<file path="src/rtl/period_meter.sv">
// Measures the period and high time of an asynchronous input in clk cycles.
// One measurement per start; abandons after TIMEOUT cycles without a rising edge.
module period_meter #(
    parameter int          WIDTH   = 32,
    parameter int unsigned TIMEOUT = 100000000
) (
    input  logic             clk,
    input  logic             rst,
    input  logic             sig_in,
    input  logic             start,
    output logic             busy,
    output logic             valid,
    output logic             timeout,
    output logic [WIDTH-1:0] period,
    output logic [WIDTH-1:0] high_time
);

    localparam logic [WIDTH-1:0] TMO = WIDTH'(TIMEOUT);

    typedef enum logic [1:0] {
        IDLE    = 2'd0,
        ARM     = 2'd1,
        MEASURE = 2'd2
    } state_t;

    state_t           r_state;
    logic             r_s1, r_s2, r_s3;
    logic [WIDTH-1:0] r_cnt;
    logic [WIDTH-1:0] r_hcnt;
    logic [WIDTH-1:0] r_period;
    logic [WIDTH-1:0] r_high_time;
    logic             r_valid;
    logic             r_timeout;

    logic             w_rise;
    logic             w_cnt_max;

    assign w_rise    = r_s2 & ~r_s3;
    assign w_cnt_max = (r_cnt == TMO);

    assign busy      = (r_state == ARM) || (r_state == MEASURE);
    assign valid     = r_valid;
    assign timeout   = r_timeout;
    assign period    = r_period;
    assign high_time = r_high_time;

    always_ff @(posedge clk) begin
        if (rst) begin
            r_state     <= IDLE;
            r_s1        <= 1'b0;
            r_s2        <= 1'b0;
            r_s3        <= 1'b0;
            r_cnt       <= '0;
            r_hcnt      <= '0;
            r_period    <= '0;
            r_high_time <= '0;
            r_valid     <= 1'b0;
            r_timeout   <= 1'b0;
        end else begin
            r_s1      <= sig_in;
            r_s2      <= r_s1;
            r_s3      <= r_s2;
            r_valid   <= 1'b0;
            r_timeout <= 1'b0;
            case (r_state)
                IDLE: begin
                    if (start) begin
                        r_state <= ARM;
                        r_cnt   <= '0;
                    end
                end
                ARM: begin
                    if (w_rise) begin
                        r_state <= MEASURE;
                        r_cnt   <= WIDTH'(1);
                        r_hcnt  <= WIDTH'(1);
                    end else if (w_cnt_max) begin
                        r_state   <= IDLE;
                        r_timeout <= 1'b1;
                    end else begin
                        r_cnt <= r_cnt + WIDTH'(1);
                    end
                end
                MEASURE: begin
                    // A rise on the timeout cycle still completes the measurement.
                    if (w_rise) begin
                        r_state     <= IDLE;
                        r_period    <= r_cnt;
                        r_high_time <= r_hcnt;
                        r_valid     <= 1'b1;
                    end else if (w_cnt_max) begin
                        r_state   <= IDLE;
                        r_timeout <= 1'b1;
                    end else begin
                        r_cnt  <= r_cnt + WIDTH'(1);
                        r_hcnt <= r_hcnt + WIDTH'(r_s2);
                    end
                end
                default: r_state <= IDLE;
            endcase
        end
    end

endmodule

</file>
<file path="config.mk">
export PLATFORM = sky130hd
export DESIGN_NAME = period_meter
export DESIGN_NICKNAME = d
export VERILOG_FILES = /design/src/rtl/period_meter.sv
export SDC_FILE = /design/constraint.sdc
export NUM_CORES = 1
export LEC_CHECK = 0
export BUFFER_PORTS_ARGS = -buffer_cell sky130_fd_sc_hd__buf_2
export CORE_ASPECT_RATIO = 0.7
export CORE_UTILIZATION = 47
export CTS_BUF_LIST = sky130_fd_sc_hd__clkbuf_8
export DETAILED_ROUTE_END_ITERATION = 6
export GPL_ROUTABILITY_DRIVEN = 0
export PLACE_DENSITY = 0.72
export SLEW_MARGIN = 15
export SYNTH_ARGS = -nofsm -noshare
export SYNTH_HDL_FRONTEND = slang
export SYNTH_SLANG_ARGS = --single-unit
</file>
<file path="constraint.sdc">
create_clock -name clk -period 7.26 [get_ports clk]
set_input_delay 0.363 -clock clk [delete_from_list [all_inputs] [get_ports clk]]
set_output_delay 0.363 -clock clk [all_outputs]
set_load 0.03 [all_outputs]
</file>
# Word level (Yosys, flattened, before mapping)
# Cells that the tools add are included.
# W data, S select, Z words.
# classes
add_sub_neg,2
n_reduce_logical,10
muxes,16
n_bitwise,4
n_eq_ne,7
# ops
cell,count
$mux W32,7
$pmux W32 S3,1
$pmux W32 S2,1
$add A32 B1 Y32,1
$add A32 B1 Y32 const B,1
$eq A32 B27 Y1 const B,1
$mux W2,4
$ne A2 B2 Y1 const B,4
$pmux W2 S3,1
$reduce_and A4 Y1,1
$reduce_or A2 Y1,2
$not A1 Y1,3
$reduce_and A3 Y1,1
$reduce_bool A3 Y1,1
$reduce_or A3 Y1,1
$eq A2 B1 Y1 const B,1
$eq A2 B2 Y1 const B,1
$logic_not A2 Y1,1
$mux W1,2
$reduce_and A2 Y1,1
$reduce_bool A2 Y1,1
$and A1 B1 Y1,1
$logic_or A1 B1 Y1,1
# word_totals
word_cells,49
regBits,135
inputBits,4
out_inout_bits,67

# Logic depth before layout (Yosys ltp)
# Gate-level depths: netlist of run 1.
# logic_depth
ltp_word,4
mapped_depth,10
depth_no_buf,7

# Worst setup path before layout of run 1
# OpenSTA, ideal clock, no wires.
# synth_path
path_kind,register to register
start,reg r_state[0]
end,reg r_cnt[29]
path_stages_with_launch,10
slack_ns,4.903
setup_ns,0.070
synth_period_minus_slack_ns,2.357
t_arrival_ns,2.287
t_required_ns,7.190
path_buffers,2
cell_sequence,dfxtp_1 inv_1 ha_1 buf_6 and3b_1 buf_6 nor4_4 nand4_2 or4_1 a21oi_1
# synth_via
elab_chain_cells,3
word_cells_on_any_way,8
classes_between,eq/ne: 4; mux: 1; reduce/logical: 3
# synth_rtl
item,line,rtl
start: declaration,26,state_t r_state;
start signal: assignment,49,r_state <= IDLE;
start signal: assignment,68,r_state <= ARM;
start signal: assignment,74,r_state <= MEASURE;
$eq A2 B2 Y1 (tied with other cells),65,case (r_state)
$ne A2 B2 Y1 (no source line) or $reduce_bool A3 Y1 (tied branches),-,
$reduce_and A3 Y1 (no source line),-,
end signal: assignment,81,r_cnt <= r_cnt + WIDTH'(1);
end signal: assignment,95,r_cnt <= r_cnt + WIDTH'(1);
end: declaration,28,logic [WIDTH-1:0] r_cnt;
# Parallel ways exist; a longest one is shown, timed or not.
# A chain may end at the register's enable or synchronous reset.

# Worst setup path in the final report of run 1
# Ends and elaborated chain as after synthesis.

==> reports/metrics.csv, run 1 <==
stage;metric;value;unit
logic_synthesis;Synth Net Count;722;
timing;final setup TNS;0;ps
logic_synthesis;share of the synthesized area in the top cell type;46.9;%
drt;routed length per instance;15.4;µm
timing;Tightest Pin Transition;1030;ps
status;outcome;completed;
cells_and_area;number of antenna diodes;0;
timing;RSZ-0062 raised after global routing;no;
clocking;CTS sink count;135;
cells_and_area;Layout Cells excl Fill;928;
drt;number of routed nets with antenna violations;0;
placed_design;Inst Count DP;895;
clocking;Clock transition at path regs;70;ps
worst_hold_path;Hold Path Class;in -> reg;
worst_setup_path;Worst R2R Setup Slack;4110;ps
drt;DR iter-0 viols;427;
clocking;TritonCTS clock tree;built;
drt;final WL;14300;µm
floorplanning;Die ar.;0.0127;mm²
clocking;cts hold-fix bufs;0;
logic_synthesis;sequential area share after synthesis;46.9;%
worst_setup_path;Reg-to-Reg End;r_cnt[29];
worst_setup_path;crit path to;r_cnt[29];
timing;worst clock skew;13.9;ps
logic_synthesis;Netlist cell types;41;
pwr;Pwr Density;213;mW/mm²
pwr;Pleak;2.28;nW
clocking;total CTS buffers;17;
global_routing;remaining global-route overflow;0;
placed_design;DP HPWL;9710;µm
floorplanning;IO Pins;71;
floorplanning;Die Wd;134;µm
pwr;Power Total;0.00140;W
logic_synthesis;number of enable flip-flop cells after synthesis;0;
timing;Fin Hold WS;126;ps
drt;DRC violations left;0;
worst_setup_path;path depth of the worst reg2reg path;7;
timing;crit share post-route;43.4;%
floorplanning;Starting Density;48.8;%
logic_synthesis;top-count cell post-synth;nand2_1;
clocking;post-cts resize count;0;
logic_synthesis;Post-synth ARST share;0;%
cells_and_area;net count reported at finish;770;
worst_setup_path;Worst Path Required;7620;ps
floorplanning;FP Rows;33;
worst_setup_path;Critical path origin;r_state[0];
cells_and_area;share of cells above drive strength 1;14.8;%
worst_setup_path;Worst setup SP type;flop;
logic_synthesis;mapped cell area;0.00576;mm²
logic_synthesis;most instantiated cells after synthesis;155 x nand2_1, 135 x dfxtp_1, 107 x a21oi_1;
drt;vias post-DR;5305;
global_routing;vias in the first global route;4783;
worst_setup_path;r2r startpoint;r_state[0];
timing;slew margin rel.;31.3;%
clocking;clock root buffer master;clkbuf_8;
worst_setup_path;top fanout value on the critical path;29;
clocking;Max clock buf depth;2;
logic_synthesis;syn_area_per_cell;8.12;µm²
timing;post-layout min period;3150;ps
floorplanning;CORE AREA;0.0118;mm²
logic_synthesis;Synthesis Warnings;0;
worst_setup_path;arrival time at the worst endpoint;3500;ps
logic_synthesis;Yosys reg bits;135;
global_routing;initial antenna violation count;0;
global_routing;global-route usage over all layers;23.2;%
pwr;worst IR drop on VDD;0.139;mV
timing;# setup viols final;0;
drt;vias per cell;5.72;
logic_synthesis;Synth area leaders;dfxtp_1 47%, nand2_1 10%, a21oi_1 9.3%;
worst_setup_path;CP endpoint kind;flop;
placed_design;Port Buf Inserts;70;
timing;Max Fclk;0.318;GHz
drt;drt first pass iters;5;
timing;Hold Vio Cnt, Final;0;
logic_synthesis;largest area contributor in the netlist;dfxtp_1;
worst_setup_path;WS Path Type;reg -> reg;
logic_synthesis;Synth Instances;710;
cells_and_area;area grow syn2layout;14.3;%
placed_design;Post-Place Worst Slack;4230;ps
timing;Slew Limit Fails;0;
clocking;htree depth;4;
floorplanning;Die H;94.6;µm
global_routing;pin count of the biggest net entering global routing;75;
logic_synthesis;Synth Flop Type;dfxtp_1;
flow_run;max_cap viols;0;
clocking;worst skew pair latency;450;ps
clocking;Post-CTS Setup Repair Bufs;0;
global_routing;first-pass GRT wire length;23100;µm
timing;setup ws final;4110;ps
## power breakdown
part / internal [W] / leakage [nW] / switching (W)
Combinational: 0.00000865 / 0.984 / 0.0000320
Sequential: 0.000742 / 1.09 / 0.00000196
Clock: 0.000331 / 0.208 / 0.000284
## cells by family (layout without fill, tap and decap cells)
kind of cell | after synthesis | in the layout | synth area share, %
AO/OA/AOI/OAI | 161 | 161 | 15.3
XOR/XNOR | 19 | 19 | 2.89
adder cells (fa/ha/maj) | 8 | 8 | 1.74
buffers and inverters | 56 | 117 | 4.02
flip-flops | 135 | 135 | 46.9
AND/OR/NAND/NOR | 331 | 331 | 29.1
## sequential cells by signal (all words and copies together), names as in the netlist
register and cells:
r_s1 1, high_time 32, period 32, r_s2 1, valid 1, r_state 2
r_hcnt 32, r_cnt 32, timeout 1, r_s3 1
## worst min-delay path by stage
stage | start | cells after the start | to | slack, ps
3_5_place_dp | high_time[17] | 2 | high_time[17] | 440
3_3_place_gp | r_s1 | 1 | r_s2 | 430
5_1_grt | sig_in | 2 | r_s1 | 110
2_1_floorplan | r_s1 | 1 | r_s2 | 410
6_report | sig_in | 2 | r_s1 | 130
4_1_cts | sig_in | 2 | r_s1 | 110
## area by class of cell
class	instances	area, µm²
timing repair buffer	74	384
tap	157	196
inverter	11	41.3
clock buffer	24	330
sequential	135	2700
clock inverter	8	68.8
multi-input combinational	519	2860
fill	1118	5230
## metal layers
layer | wire [µm] | GRT usage [%] | vias to the layer above
li1 | - | - | 2607
met1 | 6990 | 31.6 | 2511
met2 | 6200 | 34.7 | 163
met3 | 808 | 6.28 | 24
met4 | 252 | 9.64 | 0
met5 | 0 | 0 | -
## stage by stage
| stage | cell area [µm²] | utilization [%] |
|---|---|---|
| after detailed placement | 6160 | 52.2 |
| final | 6580 | 55.8 |
| after CTS | 6560 | 55.5 |
| after global routing | 6580 | 55.8 |
| after global placement | 6160 | 52.2 |
| after floorplan | 5760 | - |
## cell usage in the layout (no fill, tap or decap), types with 6 or more instances in the layout
| cell type | synthesis | layout |
|---|---|---|
| nor2_1 | 28 | 28 |
| nand2_1 | 155 | 155 |
| and4_1 | 7 | 7 |
| clkbuf_8 | 0 | 24 |
| ha_1 | 8 | 8 |
| nor4_1 | 6 | 6 |
| o21ai_0 | 26 | 25 |
| and2_1 | 6 | 6 |
| or4_1 | 17 | 17 |
| inv_1 | 11 | 12 |
| nand3_1 | 23 | 23 |
| or3_1 | 24 | 24 |
| buf_2 | 5 | 70 |
| nor3_1 | 6 | 6 |
| a21oi_1 | 107 | 107 |
| xor2_1 | 14 | 14 |
| nor2b_1 | 6 | 6 |
| dfxtp_1 | 135 | 135 |
| nand4_1 | 24 | 24 |
| and3_1 | 8 | 8 |
| o31ai_1 | 20 | 19 |
## critical path, stage by stage (launching register included)
cell	delay, ps
dfxtp_1	400
inv_1	100
ha_1	340
and3b_2	480
nor4_4	680
nand4_2	340
or4_1	580
a21oi_1	140
(Power assumes the default switching activity.)
==> run 2: changes to the inputs <==
==> constraint.sdc (replaced) <==
create_clock -name clk -period 3.25 [get_ports clk]
set_input_delay 0.1625 -clock clk [delete_from_list [all_inputs] [get_ports clk]]
set_output_delay 0.1625 -clock clk [all_outputs]
set_load 0.03 [all_outputs]
==> reports/metrics.csv, run 2 (synthesis results as in run 1) <==
stage;metric;value;unit
drt;final WL;14100;µm
floorplanning;Die Wd;134;µm
cells_and_area;Seq. cell area;0.00270;mm²
global_routing;first-pass GRT wire length;22800;µm
floorplanning;Die H;94.6;µm
drt;vias post-DR;5315;
timing;Hold Vio Cnt, Final;0;
cells_and_area;footprint of the multi-input gates;0.00285;mm²
timing;# setup viols final;0;
placed_design;DP HPWL;9860;µm
clocking;clock root buffer master;clkbuf_8;
pwr;Pwr Density;477;mW/mm²
worst_setup_path;top fanout value on the critical path;26;
floorplanning;IO Pins;71;
timing;setup ws final;594;ps
status;outcome;completed;
floorplanning;CORE AREA;0.0118;mm²
flow_run;max_cap viols;0;
clocking;TritonCTS clock tree;built;
clocking;htree depth;4;
timing;Max Fclk;0.376;GHz
worst_setup_path;WS Path Type;reg -> reg;
placed_design;Port Buf Inserts;70;
cells_and_area;number of antenna diodes;0;
global_routing;pin count of the biggest net entering global routing;49;
cells_and_area;area grow syn2layout;15.8;%
global_routing;vias in the first global route;4573;
timing;worst clock skew;13.7;ps
global_routing;remaining global-route overflow;0;
floorplanning;FP Rows;33;
pwr;worst IR drop on VDD;0.246;mV
cells_and_area;most frequent cells in the layout;155 x nand2_1, 135 x dfxtp_1, 107 x a21oi_1, 70 x buf_2, 28 x nor2_1;
global_routing;global-route usage over all layers;22.7;%
cells_and_area;share of cells above drive strength 1;15.6;%
drt;vias per cell;5.67;
cells_and_area;fill count;1102;
cells_and_area;net count reported at finish;779;
drt;drt first pass iters;5;
worst_hold_path;Hold Path Class;in -> reg;
clocking;Post-CTS Setup Repair Bufs;0;
timing;final setup TNS;0;ps
drt;routed length per instance;15.0;µm
worst_setup_path;Worst Path Required;3610;ps
clocking;CTS sink count;135;
worst_setup_path;Worst setup SP type;flop;
worst_setup_path;arrival time at the worst endpoint;3020;ps
clocking;Max clock buf depth;2;
timing;crit share post-route;81.7;%
drt;DRC violations left;0;
drt;number of routed nets with antenna violations;0;
cells_and_area;most common cell after layout, fill and taps aside;nand2_1;
drt;DR iter-0 viols;462;
timing;slew margin rel.;44.2;%
timing;Fin Hold WS;22.2;ps
cells_and_area;final core occ;56.5;%
floorplanning;Die ar.;0.0127;mm²
clocking;Clock transition at path regs;80;ps
placed_design;Post-Place Worst Slack;634;ps
timing;post-layout min period;2660;ps
floorplanning;Starting Density;48.8;%
global_routing;initial antenna violation count;0;
timing;Slew Limit Fails;0;
timing;Tightest Pin Transition;835;ps
clocking;worst skew pair latency;440;ps
timing;RSZ-0062 raised after global routing;no;
clocking;total CTS buffers;17;
clocking;post-cts resize count;0;
worst_setup_path;CP endpoint kind;flop;
pwr;Pleak;2.31;nW
-- run 2: changes by cell type in the layout (fill, tap and decap cells not counted), sizes merged --
cell,before,now
clkinvlp,2,4
clkbuf,24,21
buf,74,82
inv,12,14
clkinv,4,2
dlygate4sd3,0,1
bufinv,1,2
-- run 2: through the flow --
stage | instance area [µm²] | instances | power, W
finish | 6670 | 937 | 0.00318
global route | 6670 | 937 | 0.00330
CTS | 6670 | 937 | 0.00320
detailed placement | 6250 | 904 | 0.00179
global placement | 6250 | 904 | 0.00179
floorplan | 5760 | 710 | 0.00176
-- run 2: final timing paths --
check | from | endpoint | slack [ps] | depth (start not counted)
hold / removal | start | r_state[0] | 20 | 2
hold reg to reg | period[6] | period[6] | 450 | 2
setup reg to reg | r_state[0] | r_cnt[24] | 590 | 8
setup / recovery | r_state[0] | r_cnt[24] | 590 | 8
-- run 2: area by class of cell --
type                            instances  area share, %
Multi-Input combinational cell        519           42.7
Clock inverter                         11           1.82
Sequential cell                       135           40.5
Clock buffer                           21           4.33
Timing Repair Buffer                   83           7.13
Inverter                               11          0.619
Tap cell                              157           2.94
-- run 2: layer usage --
layer	track usage [%]	share of wire, %	vias up
met3	5.48	6.7	24
met2	33.1	42	199
met1	32.5	50	2474
met4	7.77	1.4	0
met5	0	0	-
li1	-	-	2618
-- run 2: timing repair --
action / in CTS / in global routing
hold buffers: 1 / 0
endpoints found under the setup margin: 0 / 0
endpoints found under the hold margin: 1 / 0
-- run 2: critical path: stages, from the launching register on --
cell and delay (ps):
dfxtp_1 350, inv_1 100, ha_1 340, and3b_2 590, nor3_1 130, o21ai_0 190, nand2_1 390, buf_12 280
nor3_1 200
-- run 2: power by group --
group | switching [W] | total [W] | internal [W]
clock | 0.000662 | 0.00142 | 0.000763
combinational | 0.0000716 | 0.0000960 | 0.0000244
sequential | 0.00000414 | 0.00166 | 0.00166
total | 0.000738 | 0.00318 | 0.00244
==> run 3: changes to the inputs <==
--- a/config.mk
+++ b/config.mk
@@ -5,13 +5,14 @@
 export SDC_FILE = /design/constraint.sdc
 export NUM_CORES = 1
 export LEC_CHECK = 0
+export ABC_AREA = 1
 export BUFFER_PORTS_ARGS = -buffer_cell sky130_fd_sc_hd__buf_2
 export CORE_ASPECT_RATIO = 0.7
 export CORE_UTILIZATION = 47
 export CTS_BUF_LIST = sky130_fd_sc_hd__clkbuf_8
 export DETAILED_ROUTE_END_ITERATION = 6
 export GPL_ROUTABILITY_DRIVEN = 0
-export PLACE_DENSITY = 0.72
+export PLACE_DENSITY = 0.71
 export SLEW_MARGIN = 15
 export SYNTH_ARGS = -nofsm -noshare
 export SYNTH_HDL_FRONTEND = slang
==> constraint.sdc (replaced) <==
create_clock -name clk -period 2.7 [get_ports clk]
set_input_delay 0.135 -clock clk [delete_from_list [all_inputs] [get_ports clk]]
set_output_delay 0.135 -clock clk [all_outputs]
set_load 0.03 [all_outputs]
==> reports/metrics.csv, run 3 <==
stage;metric;value;unit
floorplanning;FP Rows;36;
global_routing;remaining global-route overflow;0;
status;outcome;finished with violations;
clocking;Post-CTS Setup Repair Bufs;0;
cells_and_area;area grow syn2layout;12.9;%
logic_synthesis;top-count cell post-synth;nand2_1;
timing;final setup TNS;0;ps
clocking;post-cts resize count;0;
timing;# setup viols final;0;
global_routing;pin count of the biggest net entering global routing;111;
logic_synthesis;Synth area leaders;dfxtp_1 39%, nand2_1 15%, nor2_1 11%;
logic_synthesis;most instantiated cells after synthesis;279 x nand2_1, 194 x nor2_1, 135 x dfxtp_1;
floorplanning;Starting Density;48.8;%
worst_setup_path;Crit path largest cell delay;710;ps
drt;vias post-DR;6947;
timing;slew margin rel.;38.3;%
clocking;TritonCTS clock tree;built;
logic_synthesis;mapped cell area;0.00690;mm²
drt;routed length per instance;13.9;µm
logic_synthesis;Synth Flop Type;dfxtp_1;
flow_run;max_cap viols;0;
logic_synthesis;sequential area share after synthesis;39.2;%
placed_design;DP HPWL;13200;µm
pwr;worst IR drop on VDD;0.328;mV
floorplanning;Die H;103;µm
cells_and_area;number of antenna diodes;0;
cells_and_area;net count reported at finish;1140;
logic_synthesis;Synth Instances;1068;
worst_setup_path;CP Cell Sequence;inv_1 > ha_1 > nand2_1 > nand2_2 > inv_2 > a21oi_2 > inv_1 > nor2_1;
drt;DRC violations left;2;
global_routing;initial antenna violation count;0;
cells_and_area;most frequent cells in the layout;279 x nand2_1, 194 x nor2_1, 135 x dfxtp_1, 101 x inv_1, 94 x a21oi_1;
timing;Max Fclk;0.427;GHz
worst_setup_path;Worst setup SP type;flop;
logic_synthesis;Yosys reg bits;135;
clocking;Max clock buf depth;2;
pwr;Pleak;3.03;nW
worst_setup_path;CP top delay family;compound AO/OA/AOI/OAI gates;
clocking;clock root buffer master;clkbuf_8;
clocking;htree depth;4;
floorplanning;CORE AREA;0.0141;mm²
status;failing checks;DRC;
timing;RSZ-0062 raised after global routing;no;
clocking;CTS sink count;135;
timing;crit share post-route;86.8;%
worst_setup_path;CP bufs+invs;3;
worst_setup_path;Slowest cell on crit path;a21oi_2;
logic_synthesis;share of the synthesized area in the top cell type;39.2;%
cells_and_area;share of cells above drive strength 1;12.5;%
logic_synthesis;number of enable flip-flop cells after synthesis;0;
drt;drt first pass iters;7;
timing;worst clock skew;13.8;ps
floorplanning;Die ar.;0.0152;mm²
logic_synthesis;syn_area_per_cell;6.46;µm²
worst_setup_path;top fanout value on the critical path;18;
worst_hold_path;Hold Path Class;in -> reg;
cells_and_area;most common cell after layout, fill and taps aside;nand2_1;
global_routing;global-route usage over all layers;25.3;%
timing;Hold Vio Cnt, Final;0;
clocking;cts hold-fix bufs;1;
timing;post-layout min period;2340;ps
logic_synthesis;Synth Net Count;1080;
timing;Slew Limit Fails;0;
worst_setup_path;CP endpoint kind;flop;
logic_synthesis;Netlist cell types;30;
worst_setup_path;most frequent cell on the critical path;inv_1;
clocking;total CTS buffers;17;
worst_setup_path;WS Path Type;reg -> reg;
drt;vias per cell;5.22;
worst_setup_path;arrival time at the worst endpoint;2730;ps
cells_and_area;final core occ;55.1;%
clocking;worst skew pair latency;460;ps
clocking;Clock transition at path regs;80;ps
drt;final WL;18500;µm
drt;number of routed nets with antenna violations;0;
global_routing;vias in the first global route;5912;
logic_synthesis;Synthesis Warnings;0;
cells_and_area;fill count;1425;
floorplanning;Die Wd;147;µm
worst_setup_path;Worst Path Required;3090;ps
pwr;Pwr Density;507;mW/mm²
placed_design;Port Buf Inserts;70;
floorplanning;IO Pins;71;
logic_synthesis;Post-synth ARST share;0;%
logic_synthesis;largest area contributor in the netlist;dfxtp_1;
drt;DR iter-0 viols;731;
global_routing;first-pass GRT wire length;30300;µm
timing;Tightest Pin Transition;926;ps
run 3: cell types whose count changed in the layout (fill, tap and decap cells not counted), moves of 19 or more:
cell	delta
nor2_1	+166
nand2_1	+124
inv_1	+89
nand3_1	+43
o21ai_0	+37
or3_1	-24
o31ai_1	-19
run 3: where the power goes:
| part | total (W) | internal, W | switching (W) |
|---|---|---|---|
| Sequential | 0.00201 | 0.00200 | 0.0000105 |
| Combinational | 0.000231 | 0.0000548 | 0.000176 |
| Clock | 0.00171 | 0.000851 | 0.000859 |
| Total | 0.00395 | 0.00291 | 0.00105 |
run 3: worst paths after layout:
check | start | endpoint | cells after the start | slack [ps]
setup / recovery | r_state[0] | r_cnt[17] | 8 | 360
hold / removal | start | r_state[0] | 6 | 120
setup reg to reg | r_state[0] | r_cnt[17] | 8 | 360
hold reg to reg | r_s1 | r_s2 | 2 | 440
run 3: cell families (layout without fill, tap and decap cells):
group                    Yosys count  in the layout  share of synthesized area [%]
AO/OA/AOI/OAI                    171            171                           13.1
XOR/XNOR                          13             13                           1.65
adder cells (fa/ha/maj)            8              8                           1.45
buffers and inverters            146            219                           8.70
flip-flops                       135            135                           39.2
AND/OR/NAND/NOR                  595            595                           35.9
run 3: stage by stage:
step | instance area [µm²] | power [W] | hold slack, ps | setup WS (ps) | instances
after global placement | 7390 | 0.00228 | 346 | 502 | 1298
final | 7790 | 0.00395 | 118 | 358 | 1331
after floorplan | 6900 | 0.00223 | 242 | 886 | 1068
after detailed placement | 7390 | 0.00229 | 349 | 361 | 1298
after global routing | 7790 | 0.00410 | 156 | 159 | 1331
after CTS | 7790 | 0.00398 | 102 | 353 | 1331
run 3: worst min-delay path, cell delays in order:
cell and delay (ps):
buf_2 100, nor2_1 60, inv_1 60, nand2_1 60, nand2_1 50, a21oi_1 50
run 3: final cells by class:
class	instances	area, µm²	area share [%]
clock inverter	14	148	1.89
multi-input combinational	787	3600	46.3
sequential	135	2700	34.7
inverter	104	390	5.01
tap	190	238	3.05
clock buffer	18	248	3.18
timing repair buffer	83	463	5.94
run 3: per-layer routing:
metal | track usage (%) | up-vias | routed length (µm)
met5 | 0 | - | 0
met4 | 5.53 | 0 | 175
met3 | 5.75 | 16 | 1700
met2 | 34.5 | 283 | 6880
met1 | 39.5 | 3107 | 9750
li1 | - | 3541 | -
